`config.mk`:
```
export PLATFORM = sky130hd
export DESIGN_NAME = complex_axpy_sequencer
export DESIGN_NICKNAME = d
export VERILOG_FILES = /design/src/rtl/complex_axpy_sequencer.sv
export SDC_FILE = /design/constraint.sdc
export NUM_CORES = 1
export LEC_CHECK = 0
export ABC_AREA = 1
export BUFFER_PORTS_ARGS = -buffer_cell sky130_fd_sc_hd__buf_2
export CAP_MARGIN = 20
export CORE_MARGIN = 2
export CORE_UTILIZATION = 45
export CTS_CLUSTER_SIZE = 28
export DETAILED_ROUTE_END_ITERATION = 8
export PLACE_DENSITY = 0.8
export SYNTH_ARGS = -nofsm -noshare
export SYNTH_HDL_FRONTEND = slang
export SYNTH_SLANG_ARGS = --single-unit
```
`constraint.sdc`:
```
create_clock -name clk -period 2.1 [get_ports clk]
set_clock_uncertainty 0.05 [all_clocks]
set_input_delay 0.42 -clock clk [delete_from_list [all_inputs] [get_ports clk]]
set_output_delay 0.42 -clock clk [all_outputs]
set_load 0.02 [all_outputs]
```
`src/rtl/complex_axpy_sequencer.sv`:
```
// Job sequencer for the NI-lane complex z = y +/- c*x datapath: streams chunk reads,
// tracks memory+pipeline latency with a valid shift register and issues masked write-backs.
module complex_axpy_sequencer #(
  parameter int unsigned NOE      = 19,
  parameter int unsigned NI       = 8,
  parameter int unsigned ADDR_W   = 8,
  parameter int unsigned MEM_LAT  = 1,
  parameter int unsigned PIPE_LAT = 9
) (
  input  logic              clk,
  input  logic              reset,
  input  logic              start,
  input  logic              op_in,
  input  logic [ADDR_W-1:0] x_base,
  input  logic [ADDR_W-1:0] y_base,
  input  logic [ADDR_W-1:0] z_base,
  output logic              busy,
  output logic              done,
  output logic              rd_en,
  output logic [ADDR_W-1:0] x_addr,
  output logic [ADDR_W-1:0] y_addr,
  output logic              dp_op,
  output logic              wr_en,
  output logic [ADDR_W-1:0] z_addr,
  output logic [NI-1:0]     wr_mask
);

  localparam int unsigned CHUNKS = (NOE + NI - 1) / NI;
  localparam int unsigned REM    = NOE % NI;
  localparam int unsigned LAT    = MEM_LAT + PIPE_LAT;
  localparam int unsigned CW     = (CHUNKS > 1) ? $clog2(CHUNKS) : 1;
  // wr_en_q itself is the final stage of the LAT-deep valid pipeline
  localparam int unsigned SRW    = LAT - 1;

  localparam logic [NI-1:0] FULL_MASK = '1;
  localparam logic [NI-1:0] LAST_MASK = (REM == 0) ? FULL_MASK
                                                   : ((NI'(1) << REM) - NI'(1));
  localparam logic [CW-1:0] LAST_IDX  = CW'(CHUNKS - 1);

  typedef enum logic [1:0] {IDLE, ISSUE, DRAIN, DONE} state_t;

  state_t            state_q, state_d;
  logic              busy_q, busy_d;
  logic              done_q, done_d;
  logic              rd_en_q, rd_en_d;
  logic [ADDR_W-1:0] x_addr_q, x_addr_d;
  logic [ADDR_W-1:0] y_addr_q, y_addr_d;
  logic              dp_op_q, dp_op_d;
  logic              wr_en_q, wr_en_d;
  logic [ADDR_W-1:0] z_addr_q, z_addr_d;
  logic [NI-1:0]     wr_mask_q, wr_mask_d;
  logic [ADDR_W-1:0] z_base_q, z_base_d;
  logic [CW-1:0]     k_q, k_d;
  logic [CW-1:0]     w_q, w_d;
  logic              wr_last_q, wr_last_d;
  logic [SRW-1:0]    sr_q, sr_d;

  always_comb begin
    state_d   = state_q;
    busy_d    = busy_q;
    done_d    = 1'b0;
    rd_en_d   = 1'b0;
    x_addr_d  = x_addr_q;
    y_addr_d  = y_addr_q;
    dp_op_d   = dp_op_q;
    z_base_d  = z_base_q;
    k_d       = k_q;
    z_addr_d  = z_addr_q;
    wr_mask_d = '0;
    w_d       = w_q;
    wr_last_d = 1'b0;

    // Valid pipeline: a read issued now becomes a write LAT cycles later
    sr_d    = (sr_q << 1) | SRW'(rd_en_q);
    wr_en_d = sr_q[SRW-1];

    if (wr_en_d) begin
      z_addr_d  = z_base_q + ADDR_W'(w_q);
      wr_last_d = (w_q == LAST_IDX);
      wr_mask_d = wr_last_d ? LAST_MASK : FULL_MASK;
      w_d       = wr_last_d ? '0 : w_q + CW'(1);
    end

    case (state_q)
      IDLE: begin
        if (start) begin
          state_d  = ISSUE;
          busy_d   = 1'b1;
          rd_en_d  = 1'b1;
          x_addr_d = x_base;
          y_addr_d = y_base;
          z_base_d = z_base;
          dp_op_d  = op_in;
          k_d      = '0;
        end
      end
      ISSUE: begin
        // k_q is the index of the read currently on the bus
        if (k_q == LAST_IDX) begin
          state_d = DRAIN;
        end else begin
          rd_en_d  = 1'b1;
          x_addr_d = x_addr_q + ADDR_W'(1);
          y_addr_d = y_addr_q + ADDR_W'(1);
          k_d      = k_q + CW'(1);
        end
      end
      DRAIN: begin
        if (wr_en_q && wr_last_q) begin
          state_d = DONE;
          done_d  = 1'b1;
        end
      end
      DONE: begin
        state_d = IDLE;
        busy_d  = 1'b0;
      end
      default: begin
        state_d = IDLE;
        busy_d  = 1'b0;
      end
    endcase
  end

  always_ff @(posedge clk) begin
    if (reset) begin
      state_q   <= IDLE;
      busy_q    <= 1'b0;
      done_q    <= 1'b0;
      rd_en_q   <= 1'b0;
      x_addr_q  <= '0;
      y_addr_q  <= '0;
      dp_op_q   <= 1'b0;
      wr_en_q   <= 1'b0;
      z_addr_q  <= '0;
      wr_mask_q <= '0;
      z_base_q  <= '0;
      k_q       <= '0;
      w_q       <= '0;
      wr_last_q <= 1'b0;
      sr_q      <= '0;
    end else begin
      state_q   <= state_d;
      busy_q    <= busy_d;
      done_q    <= done_d;
      rd_en_q   <= rd_en_d;
      x_addr_q  <= x_addr_d;
      y_addr_q  <= y_addr_d;
      dp_op_q   <= dp_op_d;
      wr_en_q   <= wr_en_d;
      z_addr_q  <= z_addr_d;
      wr_mask_q <= wr_mask_d;
      z_base_q  <= z_base_d;
      k_q       <= k_d;
      w_q       <= w_d;
      wr_last_q <= wr_last_d;
      sr_q      <= sr_d;
    end
  end

  assign busy    = busy_q;
  assign done    = done_q;
  assign rd_en   = rd_en_q;
  assign x_addr  = x_addr_q;
  assign y_addr  = y_addr_q;
  assign dp_op   = dp_op_q;
  assign wr_en   = wr_en_q;
  assign z_addr  = z_addr_q;
  assign wr_mask = wr_mask_q;

endmodule

```
==> impl_metrics.json, run 1 <==
{
  "outcome": "complete, no violations",
  "min_path_cells": 3,
  "synth_area_per_cell_um2": 6.959,
  "synth_seq_cells": 55,
  "grt_pass1_vias": 2268,
  "finish.net_count": 471,
  "floorplan.die.width_um": 80.56,
  "dp_hpwl_um": 3998,
  "vias": 2449,
  "floorplan.initialDensity_pct": 47.32,
  "worstReg2RegStart": "state_q[1]",
  "ctsRootBufferMaster": "clkbuf_8",
  "cap_violations": 0,
  "cts_made_buffers": 5,
  "power_leakage_nw": 1.450,
  "totalWireLength_um": 5577,
  "timing.final.max_slew_violations": 0,
  "power.sequential.fraction_pct": 42.4,
  "power_density_nw_per_um2": 1159,
  "hold_viol": 0,
  "setup.reg_to_reg.worst_slack_ns": 0.28,
  "detail_route.first_pass.iterations": 4,
  "worstPathArrival_ns": 1.97,
  "clock_path_buffers": 2,
  "drt_drc_violations_left": 0,
  "maxClockFrequency_ghz": 0.5491,
  "gp_congestion": 0.8410,
  "totalNegativeSetupSlack_ns": 0,
  "rsz0062_at_grt": "no",
  "timing.slew.headroom_pct": 64.71,
  "globalRoute.totalOverflow": 0,
  "antenna_violating_nets_post_route": 0,
  "synth.net_count": 417,
  "timing.critical_path.from": "state_q[1]",
  "syn_inst": 379,
  "critical_path.endpoint_type": "flop",
  "die_area_um2": 6490,
  "worst_r2r_endpoint": "y_addr[3]",
  "number_of_buffers_added_to_fix_hold_violations_after_cts": 0,
  "yosys_warnings": 0,
  "post_route_cells_drive_above_1_share_pct": 19.35,
  "worst_ep_required_time_ns": 2.25,
  "final_critical_delay_including_setup_and_external_delays_ns": 1.821,
  "area.growth.synth_to_final_pct": 14.80,
  "power_switching_share_pct": 43.20,
  "fp-row-count": 27,
  "cts_sinks": 55,
  "worst_setup_path_start_kind": "flop",
  "share_comb_of_total_power_pct": 41.2,
  "antennaDiodeCount": 0,
  "cts.repair_timing.setup_buffer_count": 0,
  "io-pin-count": 65,
  "drtIter0Drc": 77,
  "core_um2": 5574,
  "post_drt_wl_per_cell_um": 11.02,
  "reg2reg_depth": 9,
  "tightestPinTransition_ns": 0.5286,
  "worst_setup_hold_path_clk_slew_ns": 0.10,
  "first_pass_grt_wire_length_um": 9494,
  "setup.worst_path.class": "reg -> reg",
  "switching_power_total_w": 0.001516,
  "post_cts_resized": 0,
  "clkPwrFrac_pct": 16.4,
  "grt_max_degree": 28,
  "initial_antenna_violation_count": 0,
  "mostFrequentLayoutCells": "nand2_1 (72), nor2_1 (67), buf_2 (64)",
  "clkLatencyLatePin_ns": 0.31,
  "report.power.total_w": 0.003510,
  "timing.final.crit_share_pct": 86.72,
  "setup_violations_final": 0,
  "critical_path.max_fanout": 23,
  "vdd_drop_max_uv": 611.8,
  "hold_path.class": "in -> reg",
  "port_buffer_count": 64,
  "endpoint": "y_addr[3]",
  "avgViaCountPerCell": 4.840,
  "post_synth_instance_area_um2": 2638,
  "whs_ns": 0.3165,
  "grt_use_total_pct": 18.41,
  "ctsHtreeMaxLevel": 2,
  "die_y_um": 80.56,
  "yosysSeqAreaShare_pct": 41.75,
  "final_common_cell": "nand2_1",
  "tritoncts_clock_tree": "built",
  "internal_power_component_w": 0.001993,
  "synth_cell_type_count": 26
}
==> Yosys cell counts, drive strengths merged <==
master,count,area share (%)
fa,1,0.76
a21oi,27,5.4
o21ai,42,8.4
dfxtp,55,42
buf,16,4.4
a31oi,2,0.47
xnor2,1,0.33
inv,53,7.5
nand3b,1,0.28
xor2,1,0.33
clkbuf,5,0.76
nand2,74,11
nor2,67,9.5
nand3,21,4.0
ha,9,4.3
or2,1,0.33
nor3,3,0.57
==> power by group through the flow <==
stage | combinational, W | sequential (W) | clock [W]
2_1_floorplan | 0.00100 | 0.00163 | 0
3_3_place_gp | 0.00140 | 0.00150 | 0
3_5_place_dp | 0.00144 | 0.00151 | 0
4_1_cts | 0.00145 | 0.00149 | 0.000591
5_1_grt | 0.00166 | 0.00152 | 0.000625
6_report | 0.00145 | 0.00149 | 0.000575
==> state kept, by name, indices dropped and copies added, names as in the netlist, 2 cells and up <==
signal,count
w_q,2
k_q,2
z_base_q,8
y_addr,8
z_addr,8
x_addr,8
wr_mask,2
sr_q,9
state_q,2
==> cell type report <==
class / count / area (µm²)
inverter: 53 / 198.9
multi-input combinational: 250 / 1202
tap: 72 / 90.09
clock buffer: 6 / 72.57
timing repair buffer: 68 / 350.3
clock inverter: 2 / 12.51
fill: 562 / 2546
sequential: 55 / 1101
==> how the worst min path moves through the flow <==
stage	start	to	slack, ns
CTS	z_base[7]	z_base_q[7]	0.31
detailed placement	sr_q[4]	sr_q[5]	0.34
global route	z_base[6]	z_base_q[6]	0.33
global placement	sr_q[7]	sr_q[8]	0.34
floorplan	sr_q[0]	sr_q[1]	0.34
finish	z_base[7]	z_base_q[7]	0.32
==> through the flow <==
step                      worst slack (ns)  area, µm²  cells  utilization (%)
after floorplan                     0.4391       2638    379                -
after global placement              0.3491       2943    498            52.79
after detailed placement            0.2843       2943    498            52.79
after CTS                           0.2764       3028    506            54.32
after global routing               0.02382       3028    506            54.32
final                               0.2788       3028    506            54.32
==> worst max-delay path, stage by stage, from the launching register on <==
cell,delay [ns]
dfxtp_1,0.34
inv_1,0.10
ha_1,0.31
nand2_2,0.11
o21ai_2,0.09
nand2_4,0.18
inv_2,0.23
nand2_1,0.09
o21ai_0,0.15
nor2_1,0.06
==> layer usage <==
metal / routed length (µm) / vias up / share of wire [%] / GRT usage [%]
met4: 89 / 0 / 1.6 / 6.949
met1: 2610 / 1071 / 47 / 23.05
met5: 0 / - / 0 / 0
met3: 353 / 9 / 6.3 / 3.371
li1: - / 1284 / - / -
met2: 2523 / 85 / 45 / 31.33
==> cell families after synthesis <==
logic type,after synthesis,share of synthesized area (%)
AND/OR/NAND/NOR,167,25.62
XOR/XNOR,2,0.6643
adder cells (fa/ha/maj),10,5.029
buffers and inverters,74,12.67
flip-flops,55,41.75
AO/OA/AOI/OAI,71,14.28
Note: power is estimated with default switching activity, not from simulation.
==> run 2, diff against run 1 <==
--- a/config.mk
+++ b/config.mk
@@ -9,10 +9,10 @@
 export BUFFER_PORTS_ARGS = -buffer_cell sky130_fd_sc_hd__buf_2
 export CAP_MARGIN = 20
 export CORE_MARGIN = 2
-export CORE_UTILIZATION = 45
+export CORE_UTILIZATION = 53
 export CTS_CLUSTER_SIZE = 28
 export DETAILED_ROUTE_END_ITERATION = 8
-export PLACE_DENSITY = 0.8
+export PLACE_DENSITY = 0.79
 export SYNTH_ARGS = -nofsm -noshare
 export SYNTH_HDL_FRONTEND = slang
 export SYNTH_SLANG_ARGS = --single-unit
==> run 2 against run 1 <==
Routed wire length decreased by 3.2%. Flip-flop and latch count unchanged. Worst setup slack got worse by 0.016 ns. Global-route usage increased by 2.8 points. Hold slack got worse by 0.012 ns. Final area increased by 0.95%. Via count increased by 1.1%. Sequential power about the same. Sequential share of layout area decreased by 0.34 points.
==> impl_metrics.json, run 2 (synthesis gave the netlist of run 1 again) <==
{
  "outcome": "complete, no violations",
  "rsz0062_at_grt": "no",
  "core_um2": 4755,
  "dpl.cell_count": 494,
  "vias": 2477,
  "final-instance-count-excl-fill": 502,
  "worstPathArrival_ns": 2.00,
  "critical_path.cell_chain": "ha_1 > inv_1 > fa_1 > nor2_1 > nand3_1 > nand2_1 > nand2_1 > o21ai_0 > inv_1",
  "avgViaCountPerCell": 4.934,
  "worst_path_max_stage_delay_ns": 0.41,
  "number_of_buffers_added_to_fix_hold_violations_after_cts": 0,
  "critical_path.max_fanout": 5,
  "drtIter0Drc": 113,
  "dp_hpwl_um": 3856,
  "fp-row-count": 25,
  "worst_setup_path_start_kind": "flop",
  "gp_congestion": 0.7932,
  "post_cts_resized": 0,
  "power_density_nw_per_um2": 1183,
  "grtUsageMet1_pct": 25.08,
  "final_critical_delay_including_setup_and_external_delays_ns": 1.837,
  "maxClockFrequency_ghz": 0.5444,
  "clkLatencyLatePin_ns": 0.31,
  "top_register": "sr_q",
  "critical_path.endpoint_type": "flop",
  "port_buffer_count": 64,
  "totalWireLength_um": 5396,
  "use_met2_pct": 37.76,
  "grt_use_total_pct": 21.18,
  "globalRoute.totalOverflow": 0,
  "grt_max_degree": 28,
  "antennaDiodeCount": 0,
  "largest_register_ffs": 9,
  "finish.net_count": 472,
  "hold_path.class": "in -> reg",
  "setup_violations_final": 0,
  "timing.final.max_slew_violations": 0,
  "ctsHtreeMaxLevel": 2,
  "whs_ns": 0.3050,
  "first_pass_grt_wire_length_um": 9218,
  "grt_pass1_vias": 2253,
  "post_drt_wl_per_cell_um": 10.75,
  "worst_ep_required_time_ns": 2.26,
  "antenna_violating_nets_post_route": 0,
  "timing.slew.headroom_pct": 72.23,
  "cap_violations": 0,
  "timing.critical_path.slowest_stage_cell": "dfxtp_1",
  "worst_setup_hold_path_clk_slew_ns": 0.10,
  "totalNegativeSetupSlack_ns": 0,
  "gr-usage-met3_pct": 4.743,
  "drt_drc_violations_left": 0,
  "initial_antenna_violation_count": 0,
  "detail_route.first_pass.iterations": 5,
  "vdd_drop_max_uv": 624.9,
  "cts.repair_timing.setup_buffer_count": 0,
  "cts_sinks": 55,
  "die_y_um": 74.55,
  "cts_made_buffers": 5,
  "busiest_layer": "met2",
  "tritoncts_clock_tree": "built",
  "post_route_cells_drive_above_1_share_pct": 19.77,
  "report.power.total_w": 0.003616,
  "area.growth.synth_to_final_pct": 15.89,
  "floorplan.initialDensity_pct": 55.47,
  "floorplan.die.width_um": 74.55,
  "hold_viol": 0,
  "tightestPinTransition_ns": 0.4162,
  "timing.final.crit_share_pct": 87.47,
  "ctsRootBufferMaster": "clkbuf_8",
  "final_common_cell": "nand2_1",
  "io-pin-count": 65,
  "clock_path_buffers": 2,
  "mostFrequentLayoutCells": "nand2_1 (72), nor2_1 (67), buf_2 (64)",
  "power_leakage_nw": 1.473,
  "setup.worst_path.class": "reg -> reg",
  "die_area_um2": 5557
}
## run 2: stage by stage
stage                     cell area, µm²  util [%]  worst slack, ns
after floorplan                     2638         -           0.4391
after global placement              2944     61.92           0.3737
after detailed placement            2944     61.92           0.2752
after CTS                           3057     64.29           0.2499
after global routing                3057     64.29          0.04077
final                               3057     64.29           0.2632
## run 2: path summary, 6_finish.rpt
| kind | start | to | slack, ns | cells past startpoint |
|---|---|---|---|---|
| max | w_q[0] | z_addr[6] | 0.26 | 9 |
| min | op_in | dp_op | 0.30 | 3 |
| max reg2reg | w_q[0] | z_addr[6] | 0.26 | 9 |
| min reg2reg | sr_q[1] | sr_q[2] | 0.36 | 2 |
## run 2: area by class of cell
type,instances,area (µm²)
multi-input combinational,250,1202
timing repair buffer,69,357.8
tap,67,83.83
clock inverter,3,43.79
fill,467,1698
sequential,55,1101
inverter,53,198.9
clock buffer,5,68.82
## run 2: routing by layer
metal	share of wire [%]	wire length [µm]
met1	46	2459
met2	48	2589
met3	5.4	293
met4	1.0	55
met5	0	0
## run 2: worst max-delay path, delay by kind of cell (launching register included)
family	cells	cell delay, ns
AND/OR/NAND/NOR	4	0.44
buffers and inverters	2	0.11
adder cells (fa/ha/maj)	2	0.60
flip-flops	1	0.41
AO/OA/AOI/OAI	1	0.14
## run 2: report_power, final
part | switching (W) | leakage [nW] | total [W] | internal [W]
clock network | 0.000344 | 0.0581 | 0.000699 | 0.000355
logic | 0.000937 | 0.965 | 0.00143 | 0.000497
registers | 0.000220 | 0.450 | 0.00148 | 0.00126
total | 0.00150 | 1.47 | 0.00362 | 0.00211
